### config.mk
export PLATFORM = sky130hd
export DESIGN_NAME = perif_handshake
export DESIGN_NICKNAME = d
export VERILOG_FILES = /design/src/rtl/perif_pkg.sv /design/src/rtl/perif_sync.sv /design/src/rtl/perif_handshake.sv
export SDC_FILE = /design/constraint.sdc
export NUM_CORES = 1
export LEC_CHECK = 0
export ABC_AREA = 1
export CAP_MARGIN = 5
export CORE_AREA = 3 3 40 42
export CTS_CLUSTER_SIZE = 8
export DETAILED_ROUTE_END_ITERATION = 12
export DIE_AREA = 0 0 43 45
export GPL_TIMING_DRIVEN = 1
export HOLD_SLACK_MARGIN = 0.06
export PLACE_DENSITY = 0.57
export SLEW_MARGIN = 20
export SYNTH_ARGS = -nofsm -noshare
export SYNTH_HDL_FRONTEND = slang
export SYNTH_SLANG_ARGS = --single-unit
### constraint.sdc
create_clock -name clk -period 1.4 [get_ports clk]
set_input_delay 0.28 -clock clk [delete_from_list [all_inputs] [get_ports clk]]
set_output_delay 0.28 -clock clk [all_outputs]
set_load 0.02 [all_outputs]
### src/rtl/perif_pkg.sv
// perif_handshake shared types and defaults.
// Holds the FSM state encoding and default parameter values.
package perif_pkg;

    typedef enum logic [1:0] {
        IDLE = 2'd0,
        BUSY = 2'd1,
        ACK  = 2'd2
    } perif_state_e;

    localparam int PERIF_SYNC_STAGES_DEF = 2;
    localparam int PERIF_PROC_CYCLES_DEF = 3;

endpackage

### src/rtl/perif_sync.sv
// N-stage single-bit synchronizer with synchronous clear.
// Output is the last stage; stage 0 samples the raw input.
module perif_sync #(
    parameter int N = 2
) (
    input  logic clk,
    input  logic rst,
    input  logic i_d,
    output logic o_q
);

    logic [N-1:0] r_q;

    always_ff @(posedge clk) begin
        if (rst) begin
            r_q <= '0;
        end else begin
            r_q[0] <= i_d;
            for (int i = 1; i < N; i++) begin
                r_q[i] <= r_q[i-1];
            end
        end
    end

    assign o_q = r_q[N-1];

endmodule

### src/rtl/perif_handshake.sv
// Receiver side of a four-phase send/ack handshake.
// Synchronized send drives an IDLE/BUSY/ACK FSM with a registered ack.
module perif_handshake
    import perif_pkg::*;
#(
    parameter int SYNC_STAGES = PERIF_SYNC_STAGES_DEF,
    parameter int PROC_CYCLES = PERIF_PROC_CYCLES_DEF
) (
    input  logic clk,
    input  logic rst,
    input  logic send,
    output logic ack
);

    localparam int CNT_W =
        (PROC_CYCLES < 1) ? 1 : $clog2(PROC_CYCLES + 1);

    perif_state_e     r_state;
    logic [CNT_W-1:0] r_cnt;
    logic             r_ack;
    logic             w_send_s;

    perif_sync #(
        .N (SYNC_STAGES)
    ) u_sync (
        .clk (clk),
        .rst (rst),
        .i_d (send),
        .o_q (w_send_s)
    );

    // r_ack tracks the next state so ack is a pure flop output
    always_ff @(posedge clk) begin
        if (rst) begin
            r_state <= IDLE;
            r_cnt   <= '0;
            r_ack   <= 1'b0;
        end else begin
            case (r_state)
                IDLE: begin
                    if (w_send_s && PROC_CYCLES == 0) begin
                        r_state <= ACK;
                        r_ack   <= 1'b1;
                    end else if (w_send_s) begin
                        r_state <= BUSY;
                        r_cnt   <= CNT_W'(PROC_CYCLES - 1);
                        r_ack   <= 1'b0;
                    end else begin
                        r_ack   <= 1'b0;
                    end
                end
                BUSY: begin
                    if (!w_send_s) begin
                        r_state <= IDLE;
                        r_cnt   <= '0;
                        r_ack   <= 1'b0;
                    end else if (r_cnt == '0) begin
                        r_state <= ACK;
                        r_ack   <= 1'b1;
                    end else begin
                        r_cnt   <= r_cnt - 1'b1;
                        r_ack   <= 1'b0;
                    end
                end
                ACK: begin
                    if (!w_send_s) begin
                        r_state <= IDLE;
                        r_ack   <= 1'b0;
                    end else begin
                        r_ack   <= 1'b1;
                    end
                end
                default: begin
                    r_state <= IDLE;
                    r_cnt   <= '0;
                    r_ack   <= 1'b0;
                end
            endcase
        end
    end

    assign ack = r_ack;

endmodule

After elaboration in Yosys (flattened, before gate mapping)
Index checks and enable logic that the tools add are counted.
Storage, ports and cells
  input port bits: 3
  memories kept: 0
  logic and storage cells: 29
  ROM bits: 0
  flip-flop bits (word level): 7
  bits in latches: 0
  RAM bits: 0
Cells by class
  div/mod/pow operators: 0
  eq/ne operators: 6
  $lt $le $gt $ge: 0
  bitwise operators: 1
  multiplexer cells: 13
  $add $sub $neg: 1
  reduce and logical (&&, ||, !) cells: 4
  shift operators: 0
  $mul: 0
Operator list (count)
  $mux 2: 7
  $pmux 2 s3: 2
  $ne 3x3->1 const B: 2
  $reduce_and 3->1: 2
  $logic_not 2->1: 2
  $mux 1: 3
  $eq 2x1->1 const B: 1
  $eq 2x2->1 const B: 1
  $ne 2x1->1 const B: 1
  $ne 2x2->1 const B: 1
  $pmux 1 s2: 1
  $sub 2x1->2 const B: 1
  $not 1->1: 1

Longest topological paths before layout
  word-level depth: 4
  gate-level depth with buffers: 7

Cells and area by module
From an unflattened synthesis, not the netlist that was laid out.
Unflattened totals
  cells, all modules: 52
  area, all modules: 370.4 sq um
Modules (own cells, without submodules)
  perif_handshake: seq. area each 100.1 sq um, cells an instance 46, area each 315.3 sq um, instances 1
  perif_sync: seq. area each 40.0 sq um, cells an instance 6, area each 55.1 sq um, instances 1

Least setup slack after synthesis
No wires, ideal clock.
  path kind: register to register
  start: register r_state[0]
  end: register r_cnt[0]
  setup time: 0.113 ns
  stages on the path, launching flop included: 7
  data arrival time: 0.968 ns
  required time: 1.287 ns
  path buffers: 0
  setup slack: 0.319 ns
  cell sequence: dfxtp_1 inv_1 ha_1 nand2_2 nand3_2 nor2_1 nor2_1
Between the ends
  cells in the longest elaborated chain, start to end: 3
  elaborated cells on any way between the ends: 8
  those cells by class: eq/ne: 4; mux: 1; bitwise: 1; reduce/logical: 2
RTL lines
  from (decl): RTL line perif_handshake.sv:18  | perif_state_e r_state;
  from (signal assigned): RTL line perif_handshake.sv:35  | r_state <= IDLE;
  from (signal assigned): RTL line perif_handshake.sv:42  | r_state <= ACK;
  from (signal assigned): RTL line perif_handshake.sv:45  | r_state <= BUSY;
  $eq 2x1->1, or another cell as far along: RTL line perif_handshake.sv:39  | case (r_state)
  $ne 3x3->1 (no line), or another cell as far along
  $reduce_and 3->1 (no line)
  to (signal assigned): RTL line perif_handshake.sv:46  | r_cnt <= CNT_W'(PROC_CYCLES - 1);
  to (signal assigned): RTL line perif_handshake.sv:61  | r_cnt <= r_cnt - 1'b1;
  to (decl): RTL line perif_handshake.sv:19  | logic [CNT_W-1:0] r_cnt;
Several ways; a longest one is shown, not always the timed one.
A chain may end at the register's enable or synchronous reset.

Worst setup path in the final report
  start: register r_state[0]
  end: register r_state[0]
Between the ends
  cells in the longest elaborated chain, start to end: 3
  elaborated cells on any way between the ends: 8
  those cells by class: eq/ne: 5; mux: 1; reduce/logical: 2
RTL lines (RTL line)
  $eq 2x1->1, or another cell as far along: perif_handshake.sv:39
  $ne 3x3->1 (no line), or another cell as far along
  $reduce_and 3->1 (no line)
Several ways; a longest one is shown, not always the timed one.

==> metrics.cfg <==
[run_status]
status = finished clean

[clock_network]
clock_latency_ns = 0.25
cts_htree_levels = 1
numCtsBuffers = 3
post_cts_buffers = 0
clock-sinks = 7
ctsLongestPathBuffers = 2
cts_tree = done
clkTransAtPathRegs_ns = 0.05
cts_root_buf = clkbuf_4

[yosys]
syn_nets = 65
ys_dominant_reg_cell = dfxtp_1
synth_area_um2 = 392
synthTopCellsByArea = dfxtp_1, ha_1, nor2_1
ys_seq_elements = 7
synth_cell_types = 11
synth_top_family_by_area = simple AND/OR/NAND/NOR gates
synth_most_common_cell = nor2_1
yosysWarnings = 0
syn_inst = 57
synth_fa_ha_area_share_pct = 16.0
avgSynthCellArea_um2 = 6.87
synth_top_cell_by_area = dfxtp_1
synthMuxAreaShare_pct = 0
yosysSeqAreaShare_pct = 35.8
synth-compound-area-share_pct = 3.83
synthArstFlopShare_pct = 0
synth_edf_count = 0
synthTopCellsByCount = nor2_1, nand2_1, inv_1
yosys.area.top_type_share_pct = 35.8
yosys.area_share.simple_pct = 33.9
synth_xor_area_share_pct = 0

[critical_path]
path_max_fanout = 4
cp_common_cell = nor2_1
path_buf_inv = 1
arrival_ns = 1.37
critical-path-max-stage-delay_ns = 0.38
cp_cell_sequence = inv_1 -> ha_1 -> nand2_2 -> nand2_1 -> nor2_1 -> nor2_1 -> nor2_1
cpLargestDelayFamily = simple AND/OR/NAND/NOR gates
cp_slowest_cell = dfxtp_1
critical_path_class = reg -> reg
required_ns = 1.58
start_kind = register
endpoint_kind = register

[cells_and_area]
nNetsFinal = 73
drive_above_1_share_pct = 9.38
diodes = 0
syn_to_final_growth_pct = 18.8

[sta]
setup_viol = 0
clock.fmax_mhz = 840
rsz0062_at_grt = no
worst_slack_ns = 0.209
drv_slew = 0
tightest_slew_ns = 0.220
hold_viol_final = 0
slew_headroom_pct = 85.3
clock_skew_ns = 0.00216
fin_setup_tns_ns = 0
finalCritPeriodShare_pct = 85.1
layout_min_cycle_time_ns = 1.19

[grt]
grtUsageTotal_pct = 7.74
grt-ovfl-total = 0
grt_pass1_vias = 312
grt_pass1_wl_um = 1100
grt_max_degree = 7
antenna_found_initial = 0

[min_path]
worstHoldPathType = reg -> reg

[power_and_ir_drop]
p_comb_share_pct = 49.4
p_seq_share_pct = 31.4
peakVddDrop_uv = 621
swShare_pct = 41.4
p_sw_uw = 386
p_leak_uw = 0.000235
pwr-share-clk_pct = 19.2
intPower_uw = 546
cellPowerDensity_nw_per_um2 = 2000

[drt]
vias_per_cell = 4.43
drt_wl_total_um = 666
drc = 0
drtIter0Drc = 4
drtAntennaViolNets = 0
wl_per_cell_um = 8.43
vias = 350
firstDrtPassIters = 4

[placed_design]
routabilityCongestion = 0.757
place_hpwl_um = 545
dp_slack_ns = 0.220
port_buffers = 3

[floorplan]
initial_utilization_pct = 30.5
die_h_um = 45
coreArea_um2 = 1280
dieArea_um2 = 1940
dieWidth_um = 43
rows = 13
num_io_pins = 4

[run]
cap_violations = 0

## power groups by stage
stage | Sequential [uW] | Combinational, uW | Clock (uW)
after floorplan | 290 | 372 | 0
after global placement | 295 | 460 | 0
after detailed placement | 295 | 465 | 0
after CTS | 291 | 466 | 186
after global routing | 297 | 538 | 197
final | 292 | 460 | 178
## final cells by class
class                   count  area, um2
repair buffers              3       28.8
flip-flops and latches      7        140
well taps                  15       18.8
multi-input cells          39        210
fillers                   137        820
clock buffers               4       26.3
inverters                  11       41.3
## registers in the layout, indices dropped and copies added (netlist names)
| name | flops |
|---|---|
| r_cnt | 2 |
| r_state | 2 |
| u_sync.r_q | 2 |
| ack | 1 |
## what timing repair did
action / 4_1_cts / 5_1_grt
setup endpoints to repair: 1 / 0
gates resized for setup: 1 / 0
hold buffers: 0 / 0
## routing by layer
metal  routed length [um]  global-route usage [%]  vias to the layer above
met4                    0                    5.42                        0
li1                     -                       -                      187
met1                  314                    7.93                      153
met5                    0                       0                        -
met2                  317                    13.5                       10
met3                   34                    2.39                        0
## path summary, 6_finish.rpt
kind | start | depth (start not counted) | slack [ns] | end
max | r_state[0] | 7 | 0.21 | r_state[0]
min | u_sync.r_q[0] | 2 | 0.41 | u_sync.r_q[1]
max reg2reg | r_state[0] | 7 | 0.21 | r_state[0]
min reg2reg | u_sync.r_q[0] | 2 | 0.41 | u_sync.r_q[1]
## layout by cell type, fill, tap and decap left out, drive strengths merged
cell type / instances
inv: 11
dfxtp: 7
nand4: 2
ha: 5
dlygate4sd2: 1
clkbuf: 4
nor2: 14
clkdlybuf4s50: 2
o21ai: 3
nand3: 3
nand2: 12
## through the flow
stage	utilization [%]	power (uW)	hold slack [ns]	instance area (um2)	instances
4_1_cts	36.2	942	0.415	465	79
2_1_floorplan	-	662	0.351	392	57
6_report	36.2	931	0.410	465	79
3_5_place_dp	34.3	760	0.408	440	75
5_1_grt	36.2	1030	0.432	465	79
3_3_place_gp	34.3	756	0.401	440	75
## cell families (layout without fill, tap and decap cells)
family | after synthesis | count (layout)
DFF | 7 | 7
AOI/OAI and AO/OA | 3 | 3
adders and majority gates | 5 | 5
buffers and inverters | 11 | 18
and+or+nand+nor | 31 | 31
## worst min-delay path: stages, from the launching register on
cell	delay, ns
dfxtp_1	0.29
inv_1	0.04
nor2_1	0.03
No activity file was read; power rests on OpenSTA's default activity.
